<file path="config.mk">
export PLATFORM = sky130hd
export DESIGN_NAME = prog_run_ctrl
export DESIGN_NICKNAME = d
export VERILOG_FILES = /design/src/rtl/prog_ctrl_pkg.sv /design/src/rtl/run_watchdog.sv /design/src/rtl/prog_run_ctrl.sv
export SDC_FILE = /design/constraint.sdc
export NUM_CORES = 1
export LEC_CHECK = 0
export ABC_AREA = 1
export CAP_MARGIN = 20
export CORE_MARGIN = 1.5
export CORE_UTILIZATION = 30
export CTS_CLUSTER_DIAMETER = 50
export DETAILED_ROUTE_END_ITERATION = 10
export PLACE_DENSITY = 0.73
export SLEW_MARGIN = 20
export SYNTH_ARGS = -nofsm -noshare
export SYNTH_HDL_FRONTEND = slang
export SYNTH_SLANG_ARGS = --single-unit
</file>
<file path="constraint.sdc">
create_clock -name clk1 -period 5.3 [get_ports clk1]
set_clock_uncertainty 0.1 [all_clocks]
set_input_delay 1.06 -clock clk1 [delete_from_list [all_inputs] [get_ports clk1]]
set_output_delay 1.06 -clock clk1 [all_outputs]
set_load 0.005 [all_outputs]
</file>
<file path="src/rtl/prog_ctrl_pkg.sv">
// rtl/prog_ctrl_pkg.sv - shared states and constants for the program-run sequencer
`timescale 1ns/1ps
package prog_ctrl_pkg;

  // Sequencer states, in session order
  typedef enum logic [2:0] {
    ST_IDLE  = 3'd0,
    ST_LOAD  = 3'd1,
    ST_CLEAR = 3'd2,
    ST_RUN   = 3'd3,
    ST_RD    = 3'd4,
    ST_WT    = 3'd5,
    ST_OUT   = 3'd6,
    ST_DONE  = 3'd7
  } state_e;

  // Opcode field [31:26] of the processor's halt instruction
  localparam logic [5:0] HLT_OPCODE = 6'h3F;

  // RUN budget in clk1 cycles before the session is declared timed out
  localparam int DEFAULT_MAX_CYCLES = 1000;

endpackage

</file>
<file path="src/rtl/run_watchdog.sv">
// rtl/run_watchdog.sv - saturating RUN cycle counter with budget compare
`timescale 1ns/1ps
module run_watchdog
  import prog_ctrl_pkg::*;
#(
  parameter int CNT_W      = 16,
  parameter int MAX_CYCLES = DEFAULT_MAX_CYCLES
) (
  input  logic             clk1,
  input  logic             rst_n,
  input  logic             clear,
  input  logic             enable,
  output logic [CNT_W-1:0] count,
  output logic             expire
);

  logic [CNT_W-1:0] count_q;
  logic [CNT_W-1:0] count_d;
  logic [CNT_W-1:0] count_inc;

  // Next count: clear wins, otherwise a saturating increment while enabled
  always_comb begin
    count_inc = (&count_q) ? count_q : count_q + CNT_W'(1);
    count_d   = count_q;
    if (clear) begin
      count_d = '0;
    end else if (enable) begin
      count_d = count_inc;
    end
  end

  // Counter register
  always_ff @(posedge clk1 or negedge rst_n) begin
    if (!rst_n) begin
      count_q <= '0;
    end else begin
      count_q <= count_d;
    end
  end

  // Expire on the enabled cycle whose increment reaches the budget, so the
  // count reads exactly MAX_CYCLES once the run has been stopped
  assign expire = enable && !clear && (32'(count_inc) == 32'(MAX_CYCLES));
  assign count  = count_q;

endmodule

</file>
<file path="src/rtl/prog_run_ctrl.sv">
// rtl/prog_run_ctrl.sv - host sequencer: load program, clear and run the core, dump a result window
`timescale 1ns/1ps
module prog_run_ctrl
  import prog_ctrl_pkg::*;
#(
  parameter int ADDR_W     = 10,
  parameter int DATA_W     = 32,
  parameter int CNT_W      = 16,
  parameter int MAX_CYCLES = DEFAULT_MAX_CYCLES
) (
  input  logic              clk1,
  input  logic              rst_n,
  input  logic              start,
  input  logic              abort,
  input  logic [ADDR_W-1:0] dump_base,
  input  logic [ADDR_W-1:0] dump_len,
  input  logic              s_valid,
  output logic              s_ready,
  input  logic [ADDR_W-1:0] s_addr,
  input  logic [DATA_W-1:0] s_data,
  input  logic              s_last,
  output logic              mem_own,
  output logic              mem_we,
  output logic              mem_re,
  output logic [ADDR_W-1:0] mem_addr,
  output logic [DATA_W-1:0] mem_wdata,
  input  logic [DATA_W-1:0] mem_rdata,
  output logic              cpu_clear,
  output logic              cpu_run,
  input  logic              cpu_halted,
  output logic              m_valid,
  input  logic              m_ready,
  output logic [ADDR_W-1:0] m_addr,
  output logic [DATA_W-1:0] m_data,
  output logic              m_last,
  output logic              busy,
  output logic              done,
  output logic              timeout,
  output logic [CNT_W-1:0]  cycle_count
);

  state_e            state_q, state_d;
  logic [ADDR_W-1:0] ptr_q, ptr_d;
  logic [ADDR_W-1:0] rem_q, rem_d;
  logic [DATA_W-1:0] m_data_q, m_data_d;
  logic              m_last_q, m_last_d;
  logic              m_valid_q, m_valid_d;
  logic              cpu_run_q, cpu_run_d;
  logic              cpu_clear_q, cpu_clear_d;
  logic              done_q, done_d;
  logic              timeout_q, timeout_d;

  logic              start_ok;
  logic              halt_seen;
  logic              load_hs;
  logic              out_hs;
  logic              wd_enable;
  logic              wd_expire;
  logic [CNT_W-1:0]  wd_count;

  // Stream handshakes; abort blocks a load beat so nothing is half-written
  assign load_hs   = (state_q == ST_LOAD) && s_valid && !abort;
  assign out_hs    = (state_q == ST_OUT) && m_valid_q && m_ready;
  assign wd_enable = (state_q == ST_RUN) && !abort;

  run_watchdog #(
    .CNT_W      (CNT_W),
    .MAX_CYCLES (MAX_CYCLES)
  ) u_run_watchdog (
    .clk1   (clk1),
    .rst_n  (rst_n),
    .clear  (start_ok),
    .enable (wd_enable),
    .count  (wd_count),
    .expire (wd_expire)
  );

  // Next-state, dump pointer bookkeeping and registered-output targets
  always_comb begin
    state_d   = state_q;
    ptr_d     = ptr_q;
    rem_d     = rem_q;
    m_data_d  = m_data_q;
    m_last_d  = m_last_q;
    timeout_d = timeout_q;
    start_ok  = 1'b0;
    halt_seen = 1'b0;

    if (abort) begin
      state_d = ST_IDLE;
    end else begin
      case (state_q)
        ST_IDLE, ST_DONE: begin
          if (start) begin
            start_ok  = 1'b1;
            ptr_d     = dump_base;
            rem_d     = dump_len;
            timeout_d = 1'b0;
            state_d   = ST_LOAD;
          end
        end
        ST_LOAD: begin
          if (load_hs && s_last) begin
            state_d = ST_CLEAR;
          end
        end
        ST_CLEAR: begin
          state_d = ST_RUN;
        end
        ST_RUN: begin
          // A zero count marks the first RUN cycle, where HALTED may still be stale
          halt_seen = cpu_halted && (wd_count != '0);
          if (halt_seen) begin
            state_d = (rem_q == '0) ? ST_DONE : ST_RD;
          end else if (wd_expire) begin
            timeout_d = 1'b1;
            state_d   = ST_DONE;
          end
        end
        ST_RD: begin
          state_d = ST_WT;
        end
        ST_WT: begin
          m_data_d = mem_rdata;
          m_last_d = (rem_q == ADDR_W'(1));
          state_d  = ST_OUT;
        end
        ST_OUT: begin
          if (out_hs) begin
            ptr_d   = ptr_q + ADDR_W'(1);
            rem_d   = rem_q - ADDR_W'(1);
            state_d = (rem_q == ADDR_W'(1)) ? ST_DONE : ST_RD;
          end
        end
        default: begin
          state_d = ST_IDLE;
        end
      endcase
    end

    cpu_run_d   = (state_d == ST_RUN);
    cpu_clear_d = (state_d == ST_CLEAR);
    m_valid_d   = (state_d == ST_OUT);
    done_d      = (state_d == ST_DONE);
  end

  // State and registered outputs; reset leaves memory untouched
  always_ff @(posedge clk1 or negedge rst_n) begin
    if (!rst_n) begin
      state_q     <= ST_IDLE;
      ptr_q       <= '0;
      rem_q       <= '0;
      m_data_q    <= '0;
      m_last_q    <= 1'b0;
      m_valid_q   <= 1'b0;
      cpu_run_q   <= 1'b0;
      cpu_clear_q <= 1'b0;
      done_q      <= 1'b0;
      timeout_q   <= 1'b0;
    end else begin
      state_q     <= state_d;
      ptr_q       <= ptr_d;
      rem_q       <= rem_d;
      m_data_q    <= m_data_d;
      m_last_q    <= m_last_d;
      m_valid_q   <= m_valid_d;
      cpu_run_q   <= cpu_run_d;
      cpu_clear_q <= cpu_clear_d;
      done_q      <= done_d;
      timeout_q   <= timeout_d;
    end
  end

  // Memory port: stream beats write straight through; RD reads at the dump pointer
  assign mem_own   = (state_q != ST_RUN);
  assign mem_we    = load_hs;
  assign mem_re    = (state_q == ST_RD) && !abort;
  assign mem_addr  = (state_q == ST_LOAD) ? s_addr : ptr_q;
  assign mem_wdata = s_data;

  // Abort drops run and dump valid in the same cycle it is seen
  assign s_ready     = (state_q == ST_LOAD) && !abort;
  assign cpu_run     = cpu_run_q && !abort;
  assign cpu_clear   = cpu_clear_q;
  assign m_valid     = m_valid_q && !abort;
  assign m_addr      = ptr_q;
  assign m_data      = m_data_q;
  assign m_last      = m_last_q;
  assign busy        = (state_q != ST_IDLE) && (state_q != ST_DONE);
  assign done        = done_q;
  assign timeout     = timeout_q;
  assign cycle_count = wd_count;

endmodule

</file>
### Yosys cells after proc, flatten, opt, wreduce, memory -nomap -nowiden

Cells that the tools add are included.

| word-level totals | value |
|---|---|
| register bits | 77 |
| latch bits | 0 |
| bits in writable memories | 0 |
| ROM bits | 0 |
| word-level logic and storage cells | 88 |
| memories | 0 |

| cells by class | value |
|---|---|
| add/sub/neg operators | 3 |
| $mul | 0 |
| div/mod/pow operators | 0 |
| magnitude comparators | 0 |
| eq/ne operators | 19 |
| shifts and indexed selects | 0 |
| mux-type cells | 26 |
| bitwise logic cells | 1 |
| reductions and logical operators | 28 |

Operators with widths:

| operator | count |
|---|---|
| 10-bit 2-to-1 mux | 5 |
| 16-bit 2-to-1 mux | 3 |
| 10-bit case mux with 2 select lines | 2 |
| 3-bit case mux with 7 select lines | 1 |
| 3-bit == test, second input constant | 6 |
| 3-bit 2-to-1 mux | 6 |
| 16-bit by 1-bit adder with 16-bit output, second input constant | 1 |
| 16-bit by 10-bit == test with 1-bit output, second input constant | 1 |
| 16-bit AND reduction | 1 |
| 16-bit nonzero test | 1 |
| 1-bit logical AND | 14 |
| 3-bit by 2-bit == test with 1-bit output, second input constant | 4 |
| 10-bit by 1-bit adder with 10-bit output, second input constant | 1 |
| 10-bit by 1-bit == test with 1-bit output, second input constant | 1 |
| 10-bit zero test | 1 |
| 10-bit by 1-bit subtractor with 10-bit output, second input constant | 1 |
| 1-bit 2-to-1 mux | 6 |
| 2-bit != test, second input constant | 3 |
| 2-bit nonzero test | 3 |
| 5-bit AND reduction | 1 |
| 2-bit 2-to-1 mux | 2 |
| 4-bit AND reduction | 1 |
| 3-bit by 1-bit == test with 1-bit output, second input constant | 1 |
| 3-bit zero test | 1 |
| 9 further kinds | 10 |

### Longest topological paths before layout

| logic depth | value |
|---|---|
| depth after elaboration | 12 |
| mapped depth | 17 |

### By module

From an unflattened synthesis, not the netlist that was laid out.

| second synthesis, totals | value |
|---|---|
| cells, all modules | 552 |
| area total of the unflattened synthesis | 4,603.2 µm² |

By module, submodules not included:

| module | times used | cells an instance | area an instance (µm²) | seq. area each (µm²) |
|---|---|---|---|---|
| prog_run_ctrl | 1 | 397 | 3,457.1 | 1,526.5 |
| run_watchdog | 1 | 155 | 1,146.1 | 400.4 |

### Least setup slack after synthesis

No wires, ideal clock.

| timing | value |
|---|---|
| path kind | input port to output port |
| from | input abort |
| to | output mem_we |
| arrival | 1.467 ns |
| setup slack | 2.673 ns |
| cell stages on the path | 2 |
| cell sequence | clkbuf_1 nor3b_1 |

| on the way | value |
|---|---|
| word-level cells in the longest chain between the ends | 2 |

RTL lines:

| what | line | text |
|---|---|---|
| from (decl) | prog_run_ctrl.sv:14 | `input logic abort,` |
| 1-bit zero test | prog_run_ctrl.sv:62 | `assign load_hs = (state_q == ST_LOAD) && s_valid && !abort;` |
| 1-bit logical AND | prog_run_ctrl.sv:62 |  |
| to (decl) | prog_run_ctrl.sv:23 | `output logic mem_we,` |

No other way between the ends.

### Final worst setup path

Same ends and word-level chain as after synthesis.

==> run metrics <==
gpl congestion=0.893; Ant. Diodes=0; layout cells sized above 1=around 7%; global-route wire length before repair=~21000 µm; Cell Area, Synth=between 4000 and 5000 µm²; WL per Instance=13.9 µm; Post-synth top flop=dfrtp_1; most area-hungry cell type in the Yosys netlist=dfrtp_1; worst-case clock buffer depth=2; Leak=between 2 and 3 nW; Worst EP required=~4.1 ns; post-route insts no fill=911; Row Count=between 40 and 50; clk sinks=77; Fin Setup TNS=0 ns; H-tree depth=3; DP HPWL=9180 µm; post-CTS setup buffer count=0; sequential share of power=between 30% and 40%; Detailed Route WL=between 10000 and 15000 µm; Starting Density=~30%; hold buffer count at cts=0; Worst R2R Setup Slack=2.50 ns; clock network power share=~23%; min Tclk post-route=~3.8 ns; fill cell count=around 1500; largest net degree at the start of global routing=78; Mapped Nets=720; max-cap violation count=0; Placed Cells=slightly below 900; Hold Crit Depth=2; Setup Crit Path Kind=in2out; antenna violations before repair=0; final period utilization=between 70% and 80%; global route overflow=0; number of global-route vias before repair=approximately 4300; final setup margin=approximately 1.5 ns; ranking of synthesized cells by area=dfrtp_1, nand2_1, buf_4; critical path capture point type=output port; failing checks=DRC; reg2reg end=rem_q[2]; CP max stage delay=0.72 ns; clock tree root driver cell=clkbuf_16; Post-CTS Resized=0; CTS clock-pin slew for the worst setup and hold paths=0.05 ns; Total GRT Usage=roughly 17%; Commonest cells post-synth=nand2_1, dfrtp_1, inv_1; post-synth top area share=42.7%; synth unique cells=38; register area share after synthesis=around 43%; Final setup viols=0; initial detailed-routing violation count=about 270; run status=finished, violations left; Worst-Skew Late Latency=around 0.34 ns; Max FO, Critical Path=9; switching power=around 900 µW; Worst Reg2Reg Path Length in Cells=10; Power Density=427 nW/µm²; via count=4304; RSZ-0062 raised after global routing=false; Crit-path slowest cell=clkdlybuf4s50_1; final net count=829; CTS buffer count=9; number of synthesized flops with an enable pin=0; synthesized area per cell=between 7 and 8 µm²; HP Class=reg2reg; most frequent cell after synthesis=nand2_1; worst slew pin tran=about 0.94 ns; max-slew violations=0; worst reg2reg path startpoint=state_q[0]; TritonCTS clock tree=yes; Worst EP arrival=roughly 2.6 ns; Antenna Nets Post-Route=0; Peak VDD IR=just under 0.0003 V; final hold vios=0; Hold EP=m_data[14]; Initial DRT Pass Iterations=7; Syn. warnings=0; CP Cell Sequence=clkdlybuf4s50_1 -> nor3b_1 -> clkdlybuf4s50_1; die area=roughly 16000 µm²; worst path buffer plus inverter count=2; residual DRC count=9; crit-path leading delay family=buffers and inverters; Worst path most repeated cell=clkdlybuf4s50_1; ys async rst share=100%; Max Fclk=263 MHz; Sw Share=about a third; vias per cell=~4.7; min-delay src=m_data[14]; Setup WS pre-CTS=1.50 ns; core area=14600 µm²; Cells after Synth=roughly 610; internal power=1.75 mW; Die H=roughly 130 µm; IO buf count=roughly 150; type of origin of the critical path=input pin; P&R area growth vs syn=37.7%; Synth Register Bits=77; combinational fraction of design power=41.7%; Slew HR=36.7%; Top-Level Pins=roughly 210; die width=between 100 and 150 µm
-- flip-flops by register name (all words and copies together) (netlist names) --
signal and cells:
m_addr 10, cpu_clear 1, timeout 1, m_last 1, rem_q 10, done 1, cpu_run_q 1, m_valid_q 1
m_data 32, state_q 3, u_run_watchdog.count 16
-- cell type report --
| class | instances | area, µm² | area share, % |
|---|---|---|---|
| inverters | 68 | 260 | 4.18 |
| clock buffers | 11 | 243 | 3.90 |
| repair buffers | 151 | 1510 | 24.2 |
| clock inverters | 5 | 50.0 | 0.805 |
| flip-flops and latches | 77 | 1930 | 31.0 |
| well taps | 184 | 230 | 3.70 |
| multi-input cells | 415 | 2000 | 32.2 |
-- worst max-delay path by stage --
stage               endpoint  slack [ns]  startpoint  cells after the start
finish                mem_we        1.50       abort                      3
floorplan             mem_we        2.67       abort                      2
CTS                   mem_we        1.51       abort                      3
global placement      mem_we        1.51       abort                      3
detailed placement    mem_we        1.50       abort                      3
global route          mem_we        1.47       abort                      3
-- cell families (layout without fill, tap and decap cells) --
group / Yosys count / after routing / share of synthesized area, %
simple gates: 302 / 302 / 29.3
buf+inv: 121 / 235 / 13.0
compound gates: 101 / 101 / 12.3
flops: 77 / 77 / 42.7
xor+xnor: 7 / 7 / 1.36
fa+ha+maj: 5 / 5 / 1.39
-- cells in the final DEF (no fill, tap or decap), types with 6 or more instances in the layout --
master,count
nand2_1,179
clkdlybuf4s50_1,147
dfrtp_1,77
inv_1,58
nor2_1,46
a21oi_1,33
o21ai_0,32
nand3_1,31
o21ai_1,12
o22ai_1,12
nor3_1,9
nand4_1,9
clkbuf_16,9
inv_2,7
xor2_1,7
nand2_2,7
nor2_4,6
-- layer usage --
metal	vias to the layer above	GRT usage [%]	wire length [µm]
li1	2155	-	-
met1	1983	20.3	5430
met2	150	28.1	6030
met3	16	6.41	1070
met4	0	3.76	151
met5	-	0	0
-- power by group through the flow --
stage / Sequential (mW) / Combinational [mW] / Clock [mW]
after floorplan: 0.926 / 0.523 / 0
after detailed placement: 0.938 / 1.12 / 0
after global routing: 0.968 / 1.24 / 0.664
final: 0.933 / 1.11 / 0.614
after global placement: 0.932 / 1.10 / 0
after CTS: 0.932 / 1.12 / 0.631
-- worst reg2reg max path: cells and delay by family (launching register included) --
kind                   cells  cell delay [ns]
AO/OA/AOI/OAI              2             0.34
buffers and inverters      4             1.25
flip-flops                 1             0.40
AND/OR/NAND/NOR            4             0.64
-- per-stage QoR --
step	power (mW)	hold slack, ns	area [µm²]	util [%]
3_5_place_dp	2.06	0.357	5920	40.4
5_1_grt	2.87	0.402	6220	42.5
2_1_floorplan	1.45	0.365	4520	-
4_1_cts	2.69	0.371	6220	42.4
6_report	2.66	0.365	6220	42.5
3_3_place_gp	2.03	0.353	5920	40.4
No activity file was read; power rests on OpenSTA's default activity.
